[config.mk]
export PLATFORM = sky130hd
export DESIGN_NAME = mem_sram_stage
export DESIGN_NICKNAME = d
export VERILOG_FILES = /design/src/rtl/mem_pkg.sv /design/src/rtl/mem_wait_cnt.sv /design/src/rtl/mem_sram_stage.sv
export SDC_FILE = /design/constraint.sdc
export NUM_CORES = 1
export LEC_CHECK = 0
export ABC_AREA = 0
export BUFFER_PORTS_ARGS = -buffer_cell sky130_fd_sc_hd__buf_4
export CAP_MARGIN = 30
export CORE_ASPECT_RATIO = 0.6
export CORE_MARGIN = 5
export CORE_UTILIZATION = 43
export CTS_BUF_LIST = sky130_fd_sc_hd__clkbuf_8 sky130_fd_sc_hd__clkbuf_16
export DETAILED_ROUTE_END_ITERATION = 12
export HOLD_SLACK_MARGIN = 0.12
export PLACE_DENSITY = 0.77
export SYNTH_ARGS = -nofsm -noshare
export SYNTH_HDL_FRONTEND = slang
export SYNTH_HIERARCHICAL = 1
export SYNTH_SLANG_ARGS = --single-unit
[constraint.sdc]
create_clock -name clk -period 5.7 [get_ports clk]
set_clock_uncertainty 0.15 [all_clocks]
set_input_delay 0.855 -clock clk [delete_from_list [all_inputs] [get_ports clk]]
set_output_delay 0.855 -clock clk [all_outputs]
set_load 0.01 [all_outputs]
[src/rtl/mem_pkg.sv]
// ---------------------------------------------------------------------------
// mem_pkg
// Shared definitions for the MEM-stage SRAM interface.
//   mem_state_e   : access FSM states (IDLE, LO half, HI half, DONE)
//   SRAM_ADDR_W   : external SRAM address width (16-bit half-word granularity)
//   SRAM_DATA_W   : external SRAM data width
//   WAIT_W        : width of the half-access wait counter (WAIT_CYCLES 1..15)
//   ADDR_BASE_DEF : default byte address of SRAM word 0
//   word_addr()   : byte address -> 17-bit 32-bit-word index (wraps modulo 2^17)
// ---------------------------------------------------------------------------
package mem_pkg;

  localparam int SRAM_ADDR_W = 18;
  localparam int SRAM_DATA_W = 16;
  localparam int WAIT_W      = 4;

  localparam logic [31:0] ADDR_BASE_DEF = 32'd1024;

  typedef enum logic [1:0] {
    ST_IDLE = 2'd0,
    ST_LO   = 2'd1,
    ST_HI   = 2'd2,
    ST_DONE = 2'd3
  } mem_state_e;

  // Underflow below the base is intentional: the subtraction wraps and the
  // truncation keeps the low 17 word-index bits.
  function automatic logic [SRAM_ADDR_W-2:0] word_addr(input logic [31:0] byte_addr,
                                                       input logic [31:0] base);
    return (SRAM_ADDR_W-1)'((byte_addr - base) >> 2);
  endfunction

endpackage

[src/rtl/mem_wait_cnt.sv]
// ---------------------------------------------------------------------------
// mem_wait_cnt
// Loadable down-counter timing one SRAM half-access.
//   clk        : clock
//   rst        : synchronous active-low reset (counter cleared to 0)
//   load_i     : load load_val_i (takes priority over counting)
//   en_i       : half-access in progress, count down
//   load_val_i : cycles per half-access
//   done_o     : high during the final cycle of the half-access
// ---------------------------------------------------------------------------
module mem_wait_cnt
  import mem_pkg::*;
(
  input  logic              clk,
  input  logic              rst,
  input  logic              load_i,
  input  logic              en_i,
  input  logic [WAIT_W-1:0] load_val_i,
  output logic              done_o
);

  logic [WAIT_W-1:0] cnt_q;
  logic [WAIT_W-1:0] cnt_d;

  always_comb begin
    cnt_d = cnt_q;
    if (load_i) begin
      cnt_d = load_val_i;
    end else if (en_i && (cnt_q != '0)) begin
      cnt_d = cnt_q - WAIT_W'(1);
    end
  end

  always_ff @(posedge clk) begin
    if (!rst) begin
      cnt_q <= '0;
    end else begin
      cnt_q <= cnt_d;
    end
  end

  // The counter holds the number of cycles left including the current one,
  // so the last cycle is the one where it reads 1.
  assign done_o = en_i && (cnt_q == WAIT_W'(1));

endmodule

[src/rtl/mem_sram_stage.sv]
// ---------------------------------------------------------------------------
// mem_sram_stage
// MEM pipeline stage driving a 16-bit asynchronous SRAM. A 32-bit access is
// split into a LO half (sram_addr = {w,0}) and a HI half (sram_addr = {w,1}),
// each lasting WAIT_CYCLES clocks. While an access is in flight ready is low
// and upstream must hold its inputs.
//
// Parameters
//   WAIT_CYCLES : cycles per SRAM half-access (1..15)
//   ADDR_BASE   : byte address subtracted from alu_result_in before translation
//
// Ports
//   clk, rst              : clock, synchronous active-low reset
//   wb_en_in, mem_r_en_in, mem_w_en_in, alu_result_in, st_val_in, dest_in
//                         : EXE/MEM request
//   ready                 : 0 = freeze upstream pipeline registers
//   wb_en, mem_r_en, alu_result, mem_data, dest
//                         : MEM/WB pipeline register outputs
//   sram_addr, sram_dq_in, sram_dq_out, sram_dq_oe, sram_we_n
//                         : SRAM pins (dq split into in/out/output-enable)
//
// Build option
//   MEM_RDBUF_EN : adds a one-entry read buffer; a read hitting it completes
//                  from IDLE in one cycle without touching the SRAM.
// ---------------------------------------------------------------------------
module mem_sram_stage
  import mem_pkg::*;
#(
  parameter int          WAIT_CYCLES = 2,
  parameter logic [31:0] ADDR_BASE   = ADDR_BASE_DEF
) (
  input  logic                   clk,
  input  logic                   rst,
  input  logic                   wb_en_in,
  input  logic                   mem_r_en_in,
  input  logic                   mem_w_en_in,
  input  logic [31:0]            alu_result_in,
  input  logic [31:0]            st_val_in,
  input  logic [3:0]             dest_in,
  output logic                   ready,
  output logic                   wb_en,
  output logic                   mem_r_en,
  output logic [31:0]            alu_result,
  output logic [31:0]            mem_data,
  output logic [3:0]             dest,
  output logic [SRAM_ADDR_W-1:0] sram_addr,
  input  logic [SRAM_DATA_W-1:0] sram_dq_in,
  output logic [SRAM_DATA_W-1:0] sram_dq_out,
  output logic                   sram_dq_oe,
  output logic                   sram_we_n
);

  mem_state_e state_q;

  logic                   wb_en_q;
  logic                   mem_r_en_q;
  logic [31:0]            alu_result_q;
  logic [31:0]            mem_data_q;
  logic [3:0]             dest_q;
  logic [SRAM_ADDR_W-1:0] sram_addr_q;
  logic [SRAM_DATA_W-1:0] sram_dq_out_q;
  logic                   sram_dq_oe_q;
  logic                   sram_we_n_q;
  logic [SRAM_DATA_W-1:0] rd_lo_q;
  logic [SRAM_DATA_W-1:0] rd_hi_q;

  logic                   req;
  logic                   is_wr;
  logic                   is_rd;
  logic [SRAM_ADDR_W-2:0] w;
  logic                   start;
  logic                   cnt_load;
  logic                   cnt_en;
  logic                   cnt_done;
  logic                   rd_hit;
  logic [31:0]            rd_hit_data;
  logic                   ready_d;

  // Read and write both asserted is treated as a write.
  assign req   = mem_r_en_in | mem_w_en_in;
  assign is_wr = mem_w_en_in;
  assign is_rd = mem_r_en_in & ~mem_w_en_in;
  assign w     = word_addr(alu_result_in, ADDR_BASE);

  assign start    = (state_q == ST_IDLE) && req && !rd_hit;
  assign cnt_load = start || ((state_q == ST_LO) && cnt_done);
  assign cnt_en   = (state_q == ST_LO) || (state_q == ST_HI);

  mem_wait_cnt u_wait_cnt (
    .clk        (clk),
    .rst        (rst),
    .load_i     (cnt_load),
    .en_i       (cnt_en),
    .load_val_i (WAIT_W'(WAIT_CYCLES)),
    .done_o     (cnt_done)
  );

`ifdef MEM_RDBUF_EN
  logic                   buf_valid_q;
  logic [SRAM_ADDR_W-2:0] buf_tag_q;
  logic [31:0]            buf_data_q;

  assign rd_hit      = (state_q == ST_IDLE) && is_rd && buf_valid_q && (buf_tag_q == w);
  assign rd_hit_data = buf_data_q;

  // Filled by every completed SRAM read; a write to the buffered word keeps
  // the copy coherent instead of invalidating it.
  always_ff @(posedge clk) begin
    if (!rst) begin
      buf_valid_q <= 1'b0;
      buf_tag_q   <= '0;
      buf_data_q  <= '0;
    end else if (state_q == ST_DONE) begin
      if (is_rd) begin
        buf_valid_q <= 1'b1;
        buf_tag_q   <= w;
        buf_data_q  <= {rd_hi_q, rd_lo_q};
      end else if (is_wr && buf_valid_q && (buf_tag_q == w)) begin
        buf_data_q <= st_val_in;
      end
    end
  end
`else
  assign rd_hit      = 1'b0;
  assign rd_hit_data = '0;
`endif

  // ready is combinational so a stalled request is frozen in the same cycle.
  always_comb begin
    ready_d = 1'b0;
    if (rst) begin
      ready_d = ((state_q == ST_IDLE) && (!req || rd_hit)) || (state_q == ST_DONE);
    end
  end

  assign ready = ready_d;

  // Access FSM with registered SRAM pins; the MEM/WB register loads on every
  // edge that ends a ready cycle. Reset abandons any access and releases the
  // bus immediately, so a half-written word is left as is.
  always_ff @(posedge clk) begin
    if (!rst) begin
      state_q       <= ST_IDLE;
      sram_addr_q   <= '0;
      sram_dq_out_q <= '0;
      sram_dq_oe_q  <= 1'b0;
      sram_we_n_q   <= 1'b1;
      rd_lo_q       <= '0;
      rd_hi_q       <= '0;
      wb_en_q       <= 1'b0;
      mem_r_en_q    <= 1'b0;
      alu_result_q  <= '0;
      mem_data_q    <= '0;
      dest_q        <= '0;
    end else begin
      case (state_q)
        ST_IDLE: begin
          if (start) begin
            state_q       <= ST_LO;
            sram_addr_q   <= {w, 1'b0};
            sram_dq_out_q <= st_val_in[15:0];
            sram_dq_oe_q  <= is_wr;
            sram_we_n_q   <= ~is_wr;
          end
        end
        ST_LO: begin
          if (cnt_done) begin
            if (is_rd) begin
              rd_lo_q <= sram_dq_in;
            end
            state_q       <= ST_HI;
            sram_addr_q   <= {w, 1'b1};
            sram_dq_out_q <= st_val_in[31:16];
          end
        end
        ST_HI: begin
          if (cnt_done) begin
            if (is_rd) begin
              rd_hi_q <= sram_dq_in;
            end
            state_q      <= ST_DONE;
            sram_dq_oe_q <= 1'b0;
            sram_we_n_q  <= 1'b1;
          end
        end
        ST_DONE: begin
          state_q <= ST_IDLE;
        end
        default: begin
          state_q <= ST_IDLE;
        end
      endcase

      if (ready_d) begin
        wb_en_q      <= wb_en_in;
        mem_r_en_q   <= mem_r_en_in;
        alu_result_q <= alu_result_in;
        dest_q       <= dest_in;
        // mem_data only changes when a read completes; writes and ALU ops
        // leave the previous load value in place.
        if ((state_q == ST_DONE) && is_rd) begin
          mem_data_q <= {rd_hi_q, rd_lo_q};
        end else if (rd_hit) begin
          mem_data_q <= rd_hit_data;
        end
      end
    end
  end

  assign wb_en       = wb_en_q;
  assign mem_r_en    = mem_r_en_q;
  assign alu_result  = alu_result_q;
  assign mem_data    = mem_data_q;
  assign dest        = dest_q;
  assign sram_addr   = sram_addr_q;
  assign sram_dq_out = sram_dq_out_q;
  assign sram_dq_oe  = sram_dq_oe_q;
  assign sram_we_n   = sram_we_n_q;

endmodule

[Word level (Yosys, flattened, before mapping)]
Cells that the tools add are included.
Storage, ports and cells
  input port bits: 89
  output and inout port bits: 107
  word-level logic and storage cells: 68
  bits in registers: 144
Cells by class
  bitwise operators: 4
  multiplexer cells: 19
  eq/ne operators: 7
  $add $sub $neg: 2
  reductions and logical operators: 22
Operator list (count)
  two-way mux 18 bit: 2
  case mux 18 bit (2 select lines): 1
  two-way mux 16 bit: 2
  case mux 16 bit (2 select lines): 1
  subtractor 19 x 11 -> 19 bit, second input constant: 1
  AND reduction 3 bit: 5
  two-way mux 2 bit: 5
  case mux 2 bit (4 select lines): 1
  logical AND 1 bit: 6
  != test 2 bit, second input constant: 3
  nonzero test 2 bit: 3
  two-way mux 1 bit: 5
  == test 2 bit, second input constant: 2
  == test 4 x 1 -> 1 bit, second input constant: 1
  case mux 1 bit (2 select lines): 2
  nonzero test 4 bit: 1
  subtractor 4 x 1 -> 4 bit, second input constant: 1
  logical OR 1 bit: 3
  == test 2 x 1 -> 1 bit, second input constant: 1
  zero test 2 bit: 1
  inverter 1 bit: 2
  AND reduction 2 bit: 1
  OR reduction 2 bit: 1
  AND 1 bit: 1
  other kinds (2): 2

[Depth between registers and ports, before layout]
Gate-level depths: netlist of the first run.
  depth after elaboration: 6
  mapped depth: 9
  depth with buffers taken out: 8

[Hierarchy]
Netlist of the first run, hierarchy kept.
Modules (own cells, without submodules)
  mem_sram_stage: times used 1, area each 5440.2 um2, cells an instance 656, sequential area each 2802.7 um2
  mem_wait_cnt: times used 1, area each 265.3 um2, cells an instance 32, sequential area each 80.1 um2

[Least setup slack after synthesis of the first run]
OpenSTA, ideal clock, no wires.
  path kind: input-to-output
  start point: in mem_r_en_in
  end point: out ready
  arrival time: 2.093 ns
  stages: 5
  data required time: 4.695 ns
  setup slack: 2.602 ns
  cell sequence: buf_2 > or3b_2 > buf_2 > buf_1 > a21oi_1
On the way
  cells in the longest elaborated chain, start to end: 5
Ends and longest elaborated chain
  start: declaration: RTL line mem_sram_stage.sv:35  | input logic mem_r_en_in,
  OR 1 bit: RTL line mem_sram_stage.sv:80  | assign req = mem_r_en_in | mem_w_en_in;
  zero test 1 bit: RTL line mem_sram_stage.sv:132  | ready_d = ((state_q == ST_IDLE) && (!req || rd_hit)) || (state_q == ST_DONE);
  logical AND 1 bit: RTL line mem_sram_stage.sv:132
  logical OR 1 bit: RTL line mem_sram_stage.sv:132
  two-way mux 1 bit: RTL line mem_sram_stage.sv:131  | if (rst) begin
  end: declaration: RTL line mem_sram_stage.sv:40  | output logic ready,
No other way between the ends.

[Worst setup path in the final report of the first run]
  start point: reg state_q[1]
  end point: out ready
On the way
  cells in the longest elaborated chain, start to end: 4
  elaborated cells between the ends (all ways): 5
  those cells by class: 1 x eq/ne; 1 x mux; 3 x reduce/logical
Ends and longest elaborated chain
  start: declaration: RTL line mem_sram_stage.sv:53  | mem_state_e state_q;
  start signal: assignment: RTL line mem_sram_stage.sv:143  | state_q <= ST_IDLE;
  start signal: assignment: RTL line mem_sram_stage.sv:159  | state_q <= ST_LO;
  start signal: assignment: RTL line mem_sram_stage.sv:171  | state_q <= ST_HI;
  zero test 2 bit: RTL line mem_sram_stage.sv:132
  logical AND 1 bit: RTL line mem_sram_stage.sv:132
  logical OR 1 bit *: RTL line mem_sram_stage.sv:132
  two-way mux 1 bit *: RTL line mem_sram_stage.sv:131
Mark *: on every way between the ends. The rest lies on a longest branch, timed or not.

==> results.yml, run 1 <==
run_status:
  outcome: "complete, no violations"
min_path:
  min_from: "rd_lo_q[6]"
  hold_path_class: "flip-flop to flip-flop"
critical_path:
  max_stage_delay_ns: 0.48
  worstSetupStartpoint: "state_q[1]"
  crit_path_start_kind: "flip-flop"
  end_kind: "primary output"
  rr_startpoint: "state_q[1]"
  cp_max_fo: 7
  required_ns: 4.70
  arrival_ns: 1.94
  r2r_slack_ns: 2.92
  crit_chain: "inv_1 > ha_1 > or3b_2 > a21oi_1 > buf_4"
  worstSetupPathType: "flip-flop to primary output"
  critPathSlowestCell: "or3b_2"
drt:
  final_antenna_net_count: 0
  vias: 5445
  drcViolationCount: 0
  finalWirelength_mm: 16.8
  first_pass_iters: 5
  via_per_inst: 5.25
  wl_per_cell_um: 16.2
  drtIter0Drc: 340
run:
  max_cap_violations: 0
synth:
  synthCells: 688
  async_reset_ff_share_pct: 0
  yosys_register_bits: 144
  yosysWarnings: 6
  synth_area_leaders: "dfxtp_1 (51%), a21oi_1 (9.6%), nand2_1 (8.8%)"
  syn_area_mm2: 0.00571
  synth_edf_count: 0
  synth-main-ff-cell: "dfxtp_1"
  synth-seq-area-share_pct: 50.5
  yosysTopAreaCellShare_pct: 50.5
  yosysUniqueCellTypes: 42
  syn_avg_cell_area_um2: 8.29
  post-synth-top-area-cell: "dfxtp_1"
  yosysMostFrequentCell: "dfxtp_1"
  netlist_top_cells_count: "dfxtp_1 (144), nand2_1 (133), a21oi_1 (109)"
power_and_ir_drop:
  power.total_w: 0.00361
  ir_worst_vdd_mv: 0.240
  leakage_nw: 3.16
  cellPowerDensity_mw_per_mm2: 460
sta:
  rsz0062_at_grt: "false"
  max_freq_mhz: 340
  setup_tns_ns: 0
  finalCritPeriodShare_pct: 51.6
  slew_violations: 0
  max_slew_margin_pct: 33.9
  worstMarginPinSlew_ns: 0.992
  finalHoldViolCount: 0
  final.min_clock_period_ns: 2.94
  setup_viol: 0
cts:
  h-tree-depth: 4
  cts_resized: 0
  clk_pin_slew_worst_paths_ns: 0.07
  cts_buffers: 17
  clock_path_buffers: 2
  cts_tree: "yes"
  root_buffer: "clkbuf_16"
  ctsHoldBuffers: 0
  post_cts_buffers: 0
  insertion_delay_ns: 0.41
  clock-sinks: 144
layout:
  synthToLayoutAreaGrowth_pct: 37.6
  n_antenna_cell: 0
  nets: 951
  drive_above_1_share_pct: 28.5
  n_fill_cell: 1135
global_route:
  grt_usage_pct: 20.4
  grt_overflow: 0
  grt_max_degree: 75
  grt_antenna_before_repair: 0
  grt_pass1_wl_mm: 26.6
  grt_pass1_vias: 5018
die:
  die_h_um: 99.2
  die-area_mm2: 0.0157
  core_area_mm2: 0.0129
  ios: 196
  die_w_um: 159
  row_count: 32
  initial_utilization_pct: 44.1
place:
  numPortBuffers: 195
  hpwlAfterDp_mm: 11.3
  globalplace.congestion: 0.780
==> through the flow <==
| step | instances | utilization, % | hold WS [ns] | instance area, um^2 | setup WS [ns] |
|---|---|---|---|---|---|
| 2_1_floorplan | 690 | - | 0.275 | 5710 | 2.60 |
| 6_report | 1037 | 60.7 | 0.301 | 7850 | 2.76 |
| 4_1_cts | 1036 | 60.6 | 0.301 | 7840 | 2.74 |
| 5_1_grt | 1037 | 60.7 | 0.321 | 7850 | 2.59 |
| 3_5_place_dp | 1004 | 56.0 | 0.291 | 7240 | 2.81 |
| 3_3_place_gp | 1003 | 55.8 | 0.287 | 7220 | 2.85 |
==> worst paths after layout <==
kind,end,depth (start not counted)
max,ready,5
min,mem_data[6],2
max reg2reg,rd_lo_q[14],7
min reg2reg,mem_data[6],2
==> sequential cells by signal, indices dropped and copies added (netlist names), 2 cells and up <==
name and cells:
state_q 2, dest 4, rd_hi_q 16, rd_lo_q 16, mem_data 32, u_wait_cnt/cnt_q 4
sram_dq_out 16, sram_addr 18, alu_result 32
==> power breakdown <==
| group | internal (W) | switching [W] | leakage [nW] |
|---|---|---|---|
| logic | 0.000522 | 0.000676 | 1.70 |
| registers | 0.00118 | 0.0000985 | 1.17 |
| clock network | 0.000660 | 0.000471 | 0.284 |
==> area by class of cell <==
type,instances,area (um^2),area share [%]
Timing Repair Buffer,205,1560,19.8
Inverter,10,38.8,0.494
Sequential cell,144,2880,36.7
Clock buffer,17,425,5.42
Multi-Input combinational cell,476,2560,32.6
Clock inverter,15,175,2.23
Tap cell,170,213,2.71
==> per-layer routing <==
layer  track usage, %  vias up  part of all wire, %
met3             8.32       22                  8.9
li1                 -     2726                    -
met1             28.5     2523                   47
met4             6.21        0                  1.3
met5                0        -                    0
met2             28.8      174                   43
==> layout by cell type (no fill, tap or decap), drive strengths merged, types with 5 or more instances in the layout <==
master  Yosys  routed
ha          8       8
dfxtp     144     144
clkbuf     43      17
nand3      52      52
inv        10      16
buf        17     205
o21ai      84      84
a211oi     19      19
a311oi      5       5
nor2        5       5
mux2i      19      19
a21oi     109     109
nand2     133     133
==> worst max-delay path: cells and delay by family, from the launching register on <==
kind                     cells  cell delay [ns]
buffers and inverters        2             0.26
AO/OA/AOI/OAI                1             0.16
adder cells (fa/ha/maj)      1             0.28
AND/OR/NAND/NOR              1             0.48
flip-flops                   1             0.34
==> cell families after synthesis <==
| group | after synthesis | synth area share (%) |
|---|---|---|
| flops | 144 | 50.5 |
| xor+xnor | 2 | 0.307 |
| compound gates | 227 | 21.8 |
| simple gates | 215 | 17.2 |
| mux | 20 | 3.53 |
| other cells | 2 | 0.132 |
| buf+inv | 70 | 4.80 |
| fa+ha+maj | 8 | 1.75 |
Note: power is estimated with default switching activity, not from simulation.
==> run 2: changes to the inputs <==
- PLACE_DENSITY: 0.77 -> 0.8
- clock period: 5.7 -> 2.4 ns (I/O delays scaled with it)
==> results.yml, run 2 (synthesis gave the netlist of run 1 again) <==
run_status:
  outcome: "complete, no violations"
die:
  core_area_mm2: 0.0129
  initial_utilization_pct: 44.1
  row_count: 32
  ios: 196
  die-area_mm2: 0.0157
  die_h_um: 99.2
  die_w_um: 159
layout:
  nets: 1018
  drive_above_1_share_pct: 28.5
  layout_commonest_cell: "buf_4"
  final_cell_mix: "buf_4 (215), dfxtp_1 (144), nand2_1 (133)"
  synthToLayoutAreaGrowth_pct: 49.2
drt:
  m1WireLength_mm: 8.22
  via_per_inst: 5.28
  wl_met2_mm: 8.22
  top_signal_layer_used: "met4"
  drtIter0Drc: 356
  wl_met3_mm: 1.63
  vias: 5837
  first_pass_iters: 6
  final_antenna_net_count: 0
  wl_per_cell_um: 16.7
  drcViolationCount: 0
  finalWirelength_mm: 18.4
global_route:
  grt_pass1_vias: 5855
  grt_overflow: 0
  grt_antenna_before_repair: 1
  grt_pass1_wl_mm: 30.2
  grt_max_degree: 82
  grt_usage_pct: 23.1
critical_path:
  crit_path_start_kind: "input pin"
  arrival_ns: 2.44
  crit_chain: "dlygate4sd3_1 > buf_4 > inv_1 > ha_1 > or3b_1 > or4_1 > a311oi_1"
  reg2reg_depth: 8
  max_stage_delay_ns: 0.54
  worstSetupStartpoint: "alu_result_in[10]"
  worstSetupPathType: "input pin to flip-flop"
  required_ns: 2.56
  r2r_slack_ns: 0.23
  rr_startpoint: "state_q[0]"
  critPathTopFamily: "simple AND/OR/NAND/NOR gates"
  cp_max_fo: 5
  end_kind: "flip-flop"
  critPathSlowestCell: "dlygate4sd3_1"
  critPathBufInv: 3
  r2r_end: "sram_addr[16]"
min_path:
  hold_path_class: "input pin to flip-flop"
  holdPathStages: 3
  hold_end: "sram_dq_out[2]"
  min_from: "st_val_in[2]"
cts:
  insertion_delay_ns: 0.41
  cts_buffers: 17
  post_cts_buffers: 0
  cts_tree: "yes"
  clk_pin_slew_worst_paths_ns: 0.06
  h-tree-depth: 4
  root_buffer: "clkbuf_16"
  clock-sinks: 144
  clock_path_buffers: 2
sta:
  final.min_clock_period_ns: 2.28
  finalHoldViolCount: 0
  rsz0062_at_grt: "false"
  setup_tns_ns: 0
  max_freq_mhz: 439
  setup_viol: 0
  layout_setup_ws_ns: 0.121
  slew_violations: 0
  finalCritPeriodShare_pct: 95.0
place:
  numPortBuffers: 195
  globalplace.congestion: 0.802
  dpl_worst_slack_ns: 0.161
  hpwlAfterDp_mm: 12.0
power_and_ir_drop:
  cellPowerDensity_mw_per_mm2: 1020
  ir_worst_vdd_mv: 0.578
  leakage_nw: 3.45
run:
  max_cap_violations: 0
-- run 2: worst max path at each step --
stage | end | slack (ns) | depth (start not counted)
4_1_cts | ready | 0.03 | 5
3_5_place_dp | sram_addr[15] | 0.16 | 8
6_report | sram_addr[15] | 0.12 | 7
2_1_floorplan | rd_lo_q[10] | 0.07 | 9
5_1_grt | sram_addr[15] | 0.03 | 7
3_3_place_gp | sram_addr[15] | 0.28 | 8
-- run 2: stage by stage --
| step | hold slack [ns] | instance area (um^2) | util, % | instances | power (W) |
|---|---|---|---|---|---|
| floorplan | 0.275 | 5710 | - | 690 | 0.00480 |
| global placement | 0.284 | 7390 | 57.1 | 1019 | 0.00604 |
| detailed placement | 0.289 | 7390 | 57.1 | 1019 | 0.00611 |
| CTS | 0.135 | 8500 | 65.7 | 1104 | 0.00872 |
| global route | 0.151 | 8510 | 65.8 | 1105 | 0.00924 |
| finish | 0.153 | 8510 | 65.8 | 1105 | 0.00872 |
-- run 2: worst register-to-register path: stages, from the launching register on --
cell	delay, ns
dfxtp_1	0.39
inv_2	0.09
ha_4	0.27
nor4bb_2	0.24
buf_4	0.19
mux2_2	0.18
buf_12	0.20
a21oi_1	0.11
a311oi_1	0.26
-- run 2: routing by layer --
metal  vias up  global-route usage, %
met2       213                   35.0
met4         0                   8.39
li1       2864                      -
met3        34                   8.78
met1      2726                   30.2
met5         -                      0
-- run 2: area by class of cell --
| cell class | count | area (um^2) |
|---|---|---|
| diodes | 1 | 2.50 |
| clock buffers | 18 | 439 |
| clock inverters | 14 | 124 |
| fillers | 1037 | 4420 |
| inverters | 10 | 38.8 |
| multi-input cells | 476 | 2590 |
| flip-flops and latches | 144 | 2880 |
| well taps | 170 | 213 |
| repair buffers | 272 | 2220 |
-- run 2: power breakdown --
| group | switching, W | internal (W) | total [W] |
|---|---|---|---|
| combinational | 0.00170 | 0.00147 | 0.00317 |
| clock | 0.00111 | 0.00138 | 0.00249 |
| sequential | 0.000247 | 0.00281 | 0.00306 |
-- run 2: what timing repair did --
action | CTS | global route
setup endpoints to repair | 1 | 5
endpoints found under the hold margin | 82 | 0
hold buffers | 53 | 0
gates resized for setup | 5 | 2
